**src/rtl/button_step_debouncer.sv**
```systemverilog
// Push-button debouncer: synchronizes a noisy raw button level, qualifies each
// level change over STABLE_CYCLES consecutive synchronized samples, and emits
// one registered step pulse per accepted press for the downstream counter chain.
//
// state        | meaning
// -------------+---------------------------------------------------------
// RELEASED     | debounced level is 0, waiting for a synchronized 1
// PRESS_WAIT   | saw a 1, counting stable 1 samples before accepting press
// PRESSED      | debounced level is 1, waiting for a synchronized 0
// RELEASE_WAIT | saw a 0, counting stable 0 samples before accepting release

module button_step_debouncer #(
   parameter int unsigned STABLE_CYCLES = 16
) (
   input  logic clock,
   input  logic reset,
   input  logic button_raw,
   output logic step_pulse,
   output logic button_state
);

   localparam int unsigned CNT_W = (STABLE_CYCLES < 2) ? 1 : $clog2(STABLE_CYCLES);
   localparam logic [CNT_W-1:0] CNT_LAST = CNT_W'(STABLE_CYCLES - 1);
   localparam logic [CNT_W-1:0] CNT_ONE  = CNT_W'(1);

   typedef enum logic [1:0] {
      RELEASED     = 2'd0,
      PRESS_WAIT   = 2'd1,
      PRESSED      = 2'd2,
      RELEASE_WAIT = 2'd3
   } state_t;

   state_t           state;
   logic [CNT_W-1:0] stable_cnt;
   logic             sync_1;
   logic             sync_2;

   // Two-flop synchronizer; only sync_2 is seen by the state machine.
   always_ff @(posedge clock or posedge reset) begin
      if (reset) begin
         sync_1 <= 1'b0;
         sync_2 <= 1'b0;
      end else begin
         sync_1 <= button_raw;
         sync_2 <= sync_1;
      end
   end

   // Qualification FSM with stability counter and registered outputs.
   // The counter never wraps: each wait state leaves when it reaches CNT_LAST.
   always_ff @(posedge clock or posedge reset) begin
      if (reset) begin
         state        <= RELEASED;
         stable_cnt   <= '0;
         step_pulse   <= 1'b0;
         button_state <= 1'b0;
      end else begin
         step_pulse <= 1'b0;
         case (state)
            RELEASED: begin
               if (sync_2) begin
                  state      <= PRESS_WAIT;
                  stable_cnt <= '0;
               end
            end
            PRESS_WAIT: begin
               if (!sync_2) begin
                  state      <= RELEASED;
                  stable_cnt <= '0;
               end else if (stable_cnt == CNT_LAST) begin
                  state        <= PRESSED;
                  stable_cnt   <= '0;
                  button_state <= 1'b1;
                  step_pulse   <= 1'b1;
               end else begin
                  stable_cnt <= stable_cnt + CNT_ONE;
               end
            end
            PRESSED: begin
               if (!sync_2) begin
                  state      <= RELEASE_WAIT;
                  stable_cnt <= '0;
               end
            end
            RELEASE_WAIT: begin
               if (sync_2) begin
                  // bounce back to pressed: no new pulse, the press was already counted
                  state      <= PRESSED;
                  stable_cnt <= '0;
               end else if (stable_cnt == CNT_LAST) begin
                  state        <= RELEASED;
                  stable_cnt   <= '0;
                  button_state <= 1'b0;
               end else begin
                  stable_cnt <= stable_cnt + CNT_ONE;
               end
            end
            default: begin
               state      <= RELEASED;
               stable_cnt <= '0;
            end
         endcase
      end
   end

endmodule
```
**config.mk**
```make
export PLATFORM = sky130hd
export DESIGN_NAME = button_step_debouncer
export DESIGN_NICKNAME = d
export VERILOG_FILES = /design/src/rtl/button_step_debouncer.sv
export SDC_FILE = /design/constraint.sdc
export NUM_CORES = 1
export LEC_CHECK = 0
export ABC_AREA = 1
export CELL_PAD_IN_SITES_DETAIL_PLACEMENT = 0
export CELL_PAD_IN_SITES_GLOBAL_PLACEMENT = 1
export CORE_AREA = 2 2 39 41
export CTS_CLUSTER_SIZE = 25
export DETAILED_ROUTE_END_ITERATION = 7
export DIE_AREA = 0 0 41 43
export PLACE_DENSITY_LB_ADDON = 0.1
export SYNTH_ARGS = -nofsm -noshare
export SYNTH_HDL_FRONTEND = slang
export SYNTH_SLANG_ARGS = --single-unit
export TNS_END_PERCENT = 30
```
**constraint.sdc**
```tcl
create_clock -name clock -period 1.3 [get_ports clock]
set_input_delay 0.195 -clock clock [delete_from_list [all_inputs] [get_ports clock]]
set_output_delay 0.195 -clock clock [all_outputs]
set_load 0.005 [all_outputs]
```
Word level (Yosys, flattened, before mapping)
Cells that the tools add are included.
{ "word_totals": {"regBits": 10, "wordCells": 45} }
{ "op_classes": {"add_sub_neg": 1, "n_eq_ne": 12, "mux": 21, "n_reduce_logical": 5} }
{ "ops": {"columns": ["operator", "n"], "rows": [
  ["$mux W4", 5],
  ["$pmux W4 S4", 1],
  ["$mux W2", 6],
  ["$ne A2 B2 Y1 const B", 6],
  ["$pmux W2 S4", 1],
  ["$mux W1", 7],
  ["$ne A3 B3 Y1 const B", 2],
  ["$reduce_and A5 Y1", 1],
  ["$add A4 B1 Y4 const B", 1],
  ["$eq A2 B2 Y1 const B", 2],
  ["$eq A4 B4 Y1 const B", 1],
  ["$reduce_and A4 Y1", 1],
  ["$eq A2 B1 Y1 const B", 1],
  ["$logic_not A2 Y1", 1],
  ["$pmux W1 S2", 1],
  ["$reduce_and A2 Y1", 1],
  ["$reduce_bool A2 Y1", 1]
]} }

Longest topological paths before layout
Gate-level depths: netlist of the first run.
{ "depth": {"depth_word": 4, "depth_mapped": 6} }

Worst setup path after synthesis of the first run
Ideal clock, no wire load.
{ "synth_path": {"path_kind": "register to register", "startpoint": "reg stable_cnt[0]", "endpoint": "reg stable_cnt[3]", "setup_ns": 0.065, "arrival_ns": 1.022, "t_required_ns": 1.235, "setup_slack_ns": 0.213, "stages_incl_launch_ff": 7, "period_less_slack_ns": 1.087, "path_cell_list": "dfrtp_1 ha_1 nand3_2 clkinv_1 nor2_1 nand2_1 nand2_1"} }
{ "synth_between": {"elab_chain_len": 4, "elab_cells_between_ends": 6} }
{ "synth_lines": {"columns": ["element", "line_no", "text"], "rows": [
  ["from (decl)", "34", "logic [CNT_W-1:0] stable_cnt;"],
  ["from (signal assigned)", "76", "stable_cnt <= stable_cnt + CNT_ONE;"],
  ["from (signal assigned)", "95", "stable_cnt <= stable_cnt + CNT_ONE;"],
  ["$add A4 B1 Y4 / $eq A4 B4 Y1 (equally long branches)", null, null],
  ["$mux W4 *", "70, 90", null],
  ["$mux W4 (on tied branches)", "86, 67", null],
  ["$pmux W4 S4 *", "59", "case (state)"]
]} }
Mark *: on every way between the ends. The rest lies on a longest branch, timed or not.
A chain may end at the register's enable or synchronous reset.

Worst setup path after layout of the first run
{ "layout_path": {"startpoint": "reg stable_cnt[1]", "endpoint": "reg stable_cnt[3]"} }
Same word-level chain as after synthesis.

==> results of run 1 <==
## worst reg2reg max path, cell delays in order (launching register included)
cell and delay, ns:
dfrtp_1 0.41, ha_1 0.23, nand3_2 0.10, clkinv_1 0.10
nor2_1 0.14, nand2_1 0.07, nand2_1 0.05
## per-layer routing
layer / up-vias / wire length [um] / GRT usage, %
met4: 0 / 28 / 12.0
met5: - / 0 / 0
met1: 153 / 365 / 13.8
met2: 5 / 375 / 16.9
li1: 180 / - / -
met3: 3 / 18 / 4.71
## cell families after synthesis
group | count (synthesis) | synth area share [%]
buf+inv | 9 | 7.32
simple gates | 29 | 30.6
fa+ha+maj | 1 | 2.71
compound gates | 3 | 3.25
xor+xnor | 1 | 1.90
flops | 10 | 54.2
## repair_timing
action | 4_1_cts | 5_1_grt
gates resized for setup | 1 | 1
gates cloned | 0 | 0
hold endpoints to repair | 0 | 0
setup endpoints to repair | 1 | 1
## state kept, by name, indices dropped and copies added (netlist names), named ones only
register	flops
sync_1	1
state	1
stable_cnt	4
step_pulse	1
sync_2	1
button_state	1
## area by class of cell
class,count,area (sq um)
well taps,16,20.0
clock buffers,4,36.3
multi-input cells,34,178
fillers,149,817
flip-flops and latches,10,250
inverters,9,33.8
repair buffers,5,48.8
## report_power, final
group,total [mW],internal [mW],switching (mW)
Sequential,0.331,0.321,0.0101
Combinational,0.0415,0.0183,0.0232
Clock,0.285,0.170,0.115
Total,0.658,0.510,0.148
## how the worst max path moves through the flow
stage	endpoint	slack (ns)	cells past startpoint
2_1_floorplan	stable_cnt[3]	0.21	6
3_3_place_gp	stable_cnt[0]	0.16	6
3_5_place_dp	stable_cnt[0]	0.16	6
4_1_cts	step_pulse	0.007	1
5_1_grt	stable_cnt[3]	0.07	6
6_report	stable_cnt[3]	0.15	6
## cell usage after synthesis
library cell  number
nand2_2            1
inv_1              6
inv_2              2
dfrtp_1           10
nand4_1            1
nand3_2            1
nor2_1             1
xnor2_1            1
a21oi_1            1
ha_1               1
nand3_1            5
nand2_1           18
o21ai_0            1
clkinv_1           1
nor2_4             2
o21ai_1            1
## stage by stage
| stage | instance area [sq um] | worst slack [ns] | power [mW] | std cells |
|---|---|---|---|---|
| 2_1_floorplan | 462 | 0.213 | 0.363 | 53 |
| 3_3_place_gp | 529 | 0.161 | 0.382 | 74 |
| 3_5_place_dp | 529 | 0.157 | 0.380 | 74 |
| 4_1_cts | 564 | 0.00745 | 0.676 | 78 |
| 5_1_grt | 567 | 0.0658 | 0.695 | 78 |
| 6_report | 567 | 0.150 | 0.658 | 78 |
==> results.md, run 1 <==
• **status** completed
• **boundary pin count** 5
• **category of the worst setup path launch point** flop
• **Peak Freq** 870 MHz
• **signal arrival time at the worst endpoint** 1.36 ns
• **TritonRoute pass-1 iters** 2
• **highest cell delay on the worst timing path** 0.41 ns
• **CP required** 1.51 ns
• **number of global-route vias before repair** 326
• **wire length of the first global-routing pass** 1.32 mm
• **Area growth, synth to finish** 22.8%
• **number of cells on the worst reg-to-reg path** 6
• **leakage component of the power** 0.317 nW
• **average detailed-routed wire length per instance** 10.1 um
• **synthesis-stage register bit count** 10
• **worst slew slack as a fraction of its limit** 73.7%
• **clock tree from TritonCTS** built
• **R2R Setup Slk** 0.15 ns
• **share of the synthesized area in the top cell type** 54.2%
• **Net count, final** 67
• **die boundary width** 41 um
• **commonest non-fill, non-tap cells in the layout** 18 x nand2_1, 10 x dfrtp_1, 6 x inv_1, 5 x nand3_1, 3 x clkbuf_4
• **total setup buffers inserted after CTS** 0
• **final critical-path share of the clock period** 88.4%
• **synthesized netlist net count** 57
• **yosys warns** 0
• **Worst Path Max Fanout** 4
• **Tot GR Track Use** 12.4%
• **hold violation total from the final report** 0
• **routed wire length** 788 um
• **register area share after synthesis** 54.2%
• **number of rows in the core area** 14
• **quantity of I/O buffers inserted on ports** 4
• **CP endpoint kind** flop
• **cts-stage hold buffer count** 0
• **violation count after the first detailed-route iteration** 3
• **family with the most delay on the worst path** flip-flops
• **final weighted congestion in routability-driven placement** 0.701
• **initial antenna violation count** 0
• **share of the core filled with cells in the final layout** 41.0%
• **post-synthesis average cell area** 8.71 sq um
• **Core Box Area** 1380 sq um
• **slowest library cell on the worst path** dfrtp_1
• **Max Slew Vio Count** 0
• **clock network latency to the later pin of the worst-skew pair** 0.27 ns
• **Num CTS Buffers** 3
• **Post-Syn Area** 462 sq um
• **remaining global-route overflow** 0
• **number of vias in the routed layout** 341
• **synthesized netlist cell count** 53
• **clock root buffer** clkbuf_4
• **Detail Placement HPWL** 599 um
• **path class of the lowest-slack min-delay path** in2async
• **most common cell after layout, fill and taps aside** nand2_1
• **ratio of routed vias to standard cells** 4.37
• **start point of the critical path** stable_cnt[1]
• **final critical path time including I/O delays and setup** 1.15 ns
• **CTS H-tree depth** 1
• **area of the die** 1760 sq um
• **type of the worst setup path** reg2reg
• **Diodes inserted** 0
• **most frequent cell on the critical path** nand2_1
• **R2R Path End** stable_cnt[3]
• **cell area power density** 1160 nW/um^2
• **fraction of final layout cells with drive strength greater than 1** 17.7%
• **largest net degree at the start of global routing** 11
• **number of distinct standard cells referenced by the synthesized netlist** 16
• **slew of the pin with the lowest slew margin** 0.394 ns
• **library cell occupying the most area in the post-synthesis netlist** dfrtp_1
• **die height** 43 um
• **top cells by area, synth** dfrtp_1 54%, nand2_1 15%, nand3_1 5.4%
• **total of endpoints with negative setup slack in the final report** 0
• **critical register-to-register path startpoint** stable_cnt[1]
• **starting density of the core** 33.4%
• **Post-Route Hold Slack** 0.197 ns
• **residual DRC count** 0
• **register clock-pin slew on the reported worst setup and hold paths** 0.07 ns
• **number of routed nets with antenna violations** 0
• **# clock sinks** 10
• **setup clock skew after layout** 0.00364 ns
• **buffer and inverter count on the worst path** 1
• **peak ir drop on the vdd network** 0.552 mV
• **number of max-capacitance violations reported** 0
• **final setup TNS** 0 ns
• **Cell Chain, Critical Path** ha_1, nand3_2, clkinv_1, nor2_1, nand2_1, nand2_1
• **maximum buffer depth of the clock tree** 2
• **setup repair after global routing missed its margin** no
(Power assumes the default switching activity.)
==> inputs of run 2 (changes only) <==
--- a/config.mk
+++ b/config.mk
@@ -6,6 +6,7 @@
 export NUM_CORES = 1
 export LEC_CHECK = 0
 export ABC_AREA = 1
+export ABC_CLOCK_PERIOD_IN_PS = 1300
 export CELL_PAD_IN_SITES_DETAIL_PLACEMENT = 0
 export CELL_PAD_IN_SITES_GLOBAL_PLACEMENT = 1
 export CORE_AREA = 2 2 39 41
==> results of run 2 <==
Same layout as run 1: the final DEF is identical, and so are final timing and power.
==> inputs of run 3 (changes only) <==
--- a/config.mk
+++ b/config.mk
@@ -14,6 +14,7 @@
 export DETAILED_ROUTE_END_ITERATION = 7
 export DIE_AREA = 0 0 41 43
 export PLACE_DENSITY_LB_ADDON = 0.1
+export SKIP_LAST_GASP = 1
 export SYNTH_ARGS = -nofsm -noshare
 export SYNTH_HDL_FRONTEND = slang
 export SYNTH_SLANG_ARGS = --single-unit
==> results of run 3 <==
Same layout as run 1: the final DEF is identical, and so are final timing and power.
